<file path="src/rtl/fifo_uart_tx.sv">
// fifo_uart_tx
// Pops bytes from an upstream synchronous FIFO and serializes each one onto
// an async-serial line: start bit, LSB-first data, optional even parity,
// one or two stop bits. Keeps a wrapping count of completed frames.
//
// Ports:
//   clk          system clock, rising edge
//   rst          synchronous active-high reset
//   enable       allows a new frame to start (sampled only in IDLE)
//   fifo_empty   upstream FIFO empty flag
//   fifo_dout    upstream FIFO read data, valid the cycle after fifo_rd
//   fifo_rd      one-cycle read strobe, one per frame
//   tx           serial line, idles high
//   busy         high whenever the FSM is not in IDLE
//   frame_done   one-cycle pulse on the last cycle of the final stop bit
//   frames_sent  count of completed frames, wraps
//
// state  | meaning
// IDLE   | line high, waiting for enable with FIFO non-empty
// POP    | fifo_rd strobe to the FIFO
// LOAD   | capture fifo_dout and its parity
// START  | start bit (low)
// DATA   | data bits, LSB first
// PARITY | even parity bit (only when PARITY_EN=1)
// STOP   | stop bit(s), high; frame_done on the final cycle
module fifo_uart_tx #(
    parameter int DATA_W       = 8,
    parameter int CLKS_PER_BIT = 4,
    parameter int PARITY_EN    = 0,
    parameter int STOP_BITS    = 1,
    parameter int CNT_W        = 16
) (
    input  logic              clk,
    input  logic              rst,
    input  logic              enable,
    input  logic              fifo_empty,
    input  logic [DATA_W-1:0] fifo_dout,
    output logic              fifo_rd,
    output logic              tx,
    output logic              busy,
    output logic              frame_done,
    output logic [CNT_W-1:0]  frames_sent
);

    localparam int BAUD_W = (CLKS_PER_BIT > 1) ? $clog2(CLKS_PER_BIT) : 1;
    localparam int BIT_W  = (DATA_W > 2) ? $clog2(DATA_W) : 1;

    localparam logic [BAUD_W-1:0] BAUD_LAST = BAUD_W'(CLKS_PER_BIT - 1);
    localparam logic [BIT_W-1:0]  DATA_LAST = BIT_W'(DATA_W - 1);
    localparam logic [BIT_W-1:0]  STOP_LAST = BIT_W'(STOP_BITS - 1);

    typedef enum logic [2:0] {
        S_IDLE,
        S_POP,
        S_LOAD,
        S_START,
        S_DATA,
        S_PARITY,
        S_STOP
    } state_t;

    state_t              state, state_n;
    logic [BAUD_W-1:0]   baud_cnt, baud_n;
    logic [BIT_W-1:0]    bit_cnt, bit_n;
    logic [DATA_W-1:0]   shreg, shreg_n;
    logic                parity, parity_n;
    logic                tx_n;
    logic                done_n;

    // Baud and bit counters are down-counters; a bit (or the whole stop
    // period) ends when both reach zero.
    always_comb begin
        state_n  = state;
        baud_n   = baud_cnt;
        bit_n    = bit_cnt;
        shreg_n  = shreg;
        parity_n = parity;

        case (state)
            S_IDLE: begin
                if (enable && !fifo_empty) begin
                    state_n = S_POP;
                end
            end
            S_POP: begin
                state_n = S_LOAD;
            end
            S_LOAD: begin
                shreg_n  = fifo_dout;
                parity_n = ^fifo_dout;
                baud_n   = BAUD_LAST;
                state_n  = S_START;
            end
            S_START: begin
                if (baud_cnt == '0) begin
                    baud_n  = BAUD_LAST;
                    bit_n   = DATA_LAST;
                    state_n = S_DATA;
                end else begin
                    baud_n = baud_cnt - 1'b1;
                end
            end
            S_DATA: begin
                if (baud_cnt == '0) begin
                    baud_n  = BAUD_LAST;
                    shreg_n = shreg >> 1;
                    if (bit_cnt == '0) begin
                        if (PARITY_EN != 0) begin
                            state_n = S_PARITY;
                        end else begin
                            bit_n   = STOP_LAST;
                            state_n = S_STOP;
                        end
                    end else begin
                        bit_n = bit_cnt - 1'b1;
                    end
                end else begin
                    baud_n = baud_cnt - 1'b1;
                end
            end
            S_PARITY: begin
                if (baud_cnt == '0) begin
                    baud_n  = BAUD_LAST;
                    bit_n   = STOP_LAST;
                    state_n = S_STOP;
                end else begin
                    baud_n = baud_cnt - 1'b1;
                end
            end
            S_STOP: begin
                if (baud_cnt == '0) begin
                    if (bit_cnt == '0) begin
                        state_n = S_IDLE;
                    end else begin
                        bit_n  = bit_cnt - 1'b1;
                        baud_n = BAUD_LAST;
                    end
                end else begin
                    baud_n = baud_cnt - 1'b1;
                end
            end
            default: begin
                state_n = S_IDLE;
                baud_n  = '0;
                bit_n   = '0;
            end
        endcase
    end

    // Outputs are registered from the next-state values so that each
    // output lines up with the state it belongs to.
    always_comb begin
        tx_n = 1'b1;
        case (state_n)
            S_START:  tx_n = 1'b0;
            S_DATA:   tx_n = shreg_n[0];
            S_PARITY: tx_n = parity_n;
            default:  tx_n = 1'b1;
        endcase
        done_n = (state_n == S_STOP) && (baud_n == '0) && (bit_n == '0);
    end

    always_ff @(posedge clk) begin
        if (rst) begin
            state       <= S_IDLE;
            baud_cnt    <= '0;
            bit_cnt     <= '0;
            shreg       <= '0;
            parity      <= 1'b0;
            tx          <= 1'b1;
            fifo_rd     <= 1'b0;
            busy        <= 1'b0;
            frame_done  <= 1'b0;
            frames_sent <= '0;
        end else begin
            state      <= state_n;
            baud_cnt   <= baud_n;
            bit_cnt    <= bit_n;
            shreg      <= shreg_n;
            parity     <= parity_n;
            tx         <= tx_n;
            fifo_rd    <= (state_n == S_POP);
            busy       <= (state_n != S_IDLE);
            frame_done <= done_n;
            if (done_n) begin
                frames_sent <= frames_sent + CNT_W'(1);
            end
        end
    end

endmodule

</file>
<file path="config.mk">
export PLATFORM = sky130hd
export DESIGN_NAME = fifo_uart_tx
export DESIGN_NICKNAME = d
export VERILOG_FILES = /design/src/rtl/fifo_uart_tx.sv
export SDC_FILE = /design/constraint.sdc
export NUM_CORES = 1
export LEC_CHECK = 0
export BUFFER_PORTS_ARGS = -buffer_cell sky130_fd_sc_hd__buf_2
export CAP_MARGIN = 5
export CORE_ASPECT_RATIO = 1.5
export CORE_MARGIN = 8
export CORE_UTILIZATION = 50
export DETAILED_ROUTE_END_ITERATION = 7
export MAX_ROUTING_LAYER = met4
export PLACE_DENSITY = 0.72
export SLEW_MARGIN = 5
export SYNTH_ARGS = -nofsm -noshare
export SYNTH_HDL_FRONTEND = slang
export SYNTH_SLANG_ARGS = --single-unit
</file>
<file path="constraint.sdc">
create_clock -name clk -period 6.9 [get_ports clk]
set_clock_uncertainty 0.2 [all_clocks]
set_input_delay 0.345 -clock clk [delete_from_list [all_inputs] [get_ports clk]]
set_output_delay 0.345 -clock clk [all_outputs]
set_load 0.01 [all_outputs]
</file>
==> results.toml <==
[floorplan]
fp.coreArea_um2 = 3680
start_util_pct = 52.3
rows = 27
die_h_um = 92.0
die_w_um = 66.7
die_area_um2 = 6130
io_pins = 32

[setup_path]
cp_max_fo = 31
crit_type = "flop to flop"
cp.arrival_ns = 3.86
r2r-start = "bit_cnt[0]$_SDFF_PP0_"
cp.required_ns = 6.92
worstRegToRegCells = 11
critPathLaunchType = "flop"
r2r_end = "frames_sent[15]$_SDFFE_PP0P_"
path_cells = "inv_1 -> ha_1 -> nor2b_1 -> inv_1 -> ha_1 -> nand2_1 -> o2111ai_1 -> and3_1 -> nand4_1 -> or4_1 -> a21oi_1"
crit_slowest_cell = "nand4_1"
reg2reg_slack_ns = 3.06
critPathMaxStageDelay_ns = 0.83
worst_setup_path_end_kind = "flop"

[status]
outcome = "completed"

[yosys]
synthAdderAreaFrac_pct = 3.90
synth_compound_area_share_pct = 24.8
syn_area_per_cell_um2 = 8.23
synth_top_flop_cell = "dfxtp_1"
synth-edff-count = 0
ys_warn_count = 0
synthSimpleGateAreaFrac_pct = 21.6
synth_cells = 234
synth_top_family_by_area = "compound AO/OA/AOI/OAI gates"
synth_xor_area_share_pct = 3.64
synthArstFlopShare_pct = 0
synth_cell_types = 46
syn_nets = 252
synth-seq-area-share_pct = 38.5
syn-cell-area_um2 = 1930
synthMuxAreaShare_pct = 1.82
ys_ff_latch = 37

[cts]
cts_made_buffers = 5
clk-insertion-delay-late_ns = 0.29
clk_pin_slew_ns = 0.07
cts_root_buf = "clkbuf_8"
clockBufferDepth = 2
post-cts-setup-buffers = 0
cts_tree = "yes"
cts.repair.resized = 0
cts_max_level = 2
cts.sinks = 37
cts-hold-fix-buffers = 0

[drt]
drt-vias-per-instance = 5.88
wl_per_cell_um = 14.5
wl_mm = 4.37
final_antenna_net_count = 0
vias = 1770
drc = 0
drtIter0Drc = 129
firstDrtPassIters = 4

[global_routing]
grt_pass1_wl_mm = 7.30
grt_usage_pct = 15.0
grt_max_degree = 37
antenna_found_initial = 0
grt_overflow = 0
grt_pass1_vias = 1667

[timing]
fmax_mhz = 260
rsz0062_at_grt = "false"
drv_slew = 0
period_share_pct = 55.7
final-setup-viol-count = 0
setup_tns_ns = 0
period_minus_slack_ns = 3.84
maxSlewHeadroom_pct = 29.9
tightest_slew_ns = 1.05
final_hold_viol_count = 0
hold_ws_ns = 0.149

[finish]
antennaDiodeCount = 0
drive_above_1_share_pct = 17.1
area_delta_synth_final_pct = 13.1
nFillCells = 353
nets = 275

[power_and_ir_drop]
ir_drop_v = 0.000180
p_leak_nw = 0.834
power_mw = 0.498
powerDensity_nw_per_um2 = 229

[worst_hold_path]
holdPathStages = 3
min_path_type = "primary input to flop"
hp-start = "fifo_dout[7]"
min_to = "shreg[7]$_SDFFE_PP0P_"

[place]
gp_congestion = 0.815
io_buffers = 31
dp_hpwl_mm = 2.99

[job]
drv_cap = 0
cell usage in the layout (no fill, tap or decap), types with 2 or more instances in the layout:
cell type / n
a211oi_1: 4
a21o_1: 2
a21oi_1: 25
a22oi_1: 7
a31oi_1: 2
a32o_1: 2
and2_1: 3
and3_1: 3
and3b_1: 2
buf_2: 31
buf_4: 2
clkbuf_8: 7
dfxtp_1: 37
ha_1: 6
inv_1: 10
mux2i_1: 2
nand2_1: 16
nand2b_1: 2
nand3_1: 4
nand4_1: 5
nor2_1: 19
nor2b_1: 2
nor3_1: 4
o21ai_0: 14
o31ai_1: 7
or3_1: 9
or4_1: 6
xnor2_1: 7
cells by family after synthesis:
group | Yosys count
simple gates | 79
compound gates | 74
flops | 37
buf+inv | 27
xor+xnor | 8
fa+ha+maj | 6
mux | 3
sequential cells by signal, indices dropped and copies added, names as in the netlist:
name,flops
baud_cnt,2
parity,1
shreg,8
bit_cnt,3
frame_done,1
frames_sent,16
state,3
tx,1
busy,1
fifo_rd,1
layout make-up:
type	instances	area, um^2	area share [%]
Clock buffer	7	96.3	4.43
Clock inverter	1	5.00	0.230
Sequential cell	37	741	34.0
Inverter	10	37.5	1.72
Timing Repair Buffer	33	170	7.82
Multi-Input combinational cell	170	1070	49.3
Tap cell	43	53.8	2.47
metal layers:
metal,global-route usage (%),vias up,wire (um),share of wire [%]
met3,3.17,9,122,2.8
li1,-,891,-,-
met1,16.8,834,2010,46
met4,8.23,0,90,2.1
met2,23.9,36,2150,49
met5,-,-,0,0
power breakdown:
group	internal (mW)	leakage (nW)	switching [mW]	total, mW
Sequential	0.225	0.300	0.0134	0.239
Clock	0.0903	0.0542	0.0760	0.166
Combinational	0.0394	0.479	0.0531	0.0925
Total	0.355	0.834	0.143	0.498
Yosys cell counts, types with 2 or more instances:
master / n / area (um^2)
dfxtp_1: 37 / 741
a21oi_1: 25 / 125
nor2_1: 19 / 71.3
nand2_1: 16 / 60.1
o21ai_0: 14 / 70.1
clkbuf_1: 10 / 37.5
inv_1: 10 / 37.5
or3_1: 9 / 56.3
a22oi_1: 7 / 52.6
o31ai_1: 7 / 52.6
xnor2_1: 7 / 61.3
ha_1: 6 / 75.1
or4_1: 6 / 45.0
buf_2: 5 / 25.0
nand4_1: 5 / 31.3
a211oi_1: 4 / 30.0
nand3_1: 4 / 20.0
nor3_1: 4 / 20.0
and2_1: 3 / 18.8
and3_1: 3 / 18.8
a21o_1: 2 / 15.0
a31oi_1: 2 / 12.5
a32o_1: 2 / 20.0
and3b_1: 2 / 17.5
mux2i_1: 2 / 20.0
nand2b_1: 2 / 12.5
nor2b_1: 2 / 12.5
stage by stage:
| step | std cells | area, um^2 | utilization, % | setup slack (ns) |
|---|---|---|---|---|
| detailed placement | 293 | 2080 | 56.4 | 3.12 |
| CTS | 301 | 2180 | 59.1 | 3.09 |
| floorplan | 234 | 1930 | - | 4.24 |
| global placement | 293 | 2080 | 56.4 | 3.21 |
| global route | 301 | 2180 | 59.1 | 2.72 |
| finish | 301 | 2180 | 59.1 | 3.06 |
worst max-delay path: cells and delay by family (launching register included):
| family | cells | cell delay, ns |
|---|---|---|
| flops | 1 | 0.32 |
| buf+inv | 2 | 0.25 |
| compound gates | 2 | 0.27 |
| fa+ha+maj | 2 | 0.48 |
| simple gates | 5 | 2.27 |
worst max-delay path by stage:
| stage | start | to | slack, ns | cells after the start |
|---|---|---|---|---|
| after floorplan | bit_cnt[0]$_SDFF_PP0_ | frames_sent[1]$_SDFFE_PP0P_ | 4.24 | 13 |
| after global placement | bit_cnt[0]$_SDFF_PP0_ | frames_sent[8]$_SDFFE_PP0P_ | 3.21 | 11 |
| after detailed placement | bit_cnt[0]$_SDFF_PP0_ | frames_sent[15]$_SDFFE_PP0P_ | 3.12 | 11 |
| after CTS | bit_cnt[0]$_SDFF_PP0_ | frames_sent[15]$_SDFFE_PP0P_ | 3.09 | 11 |
| after global routing | bit_cnt[0]$_SDFF_PP0_ | frames_sent[13]$_SDFFE_PP0P_ | 2.72 | 11 |
| final | bit_cnt[0]$_SDFF_PP0_ | frames_sent[15]$_SDFFE_PP0P_ | 3.06 | 11 |
(Power assumes the default switching activity.)
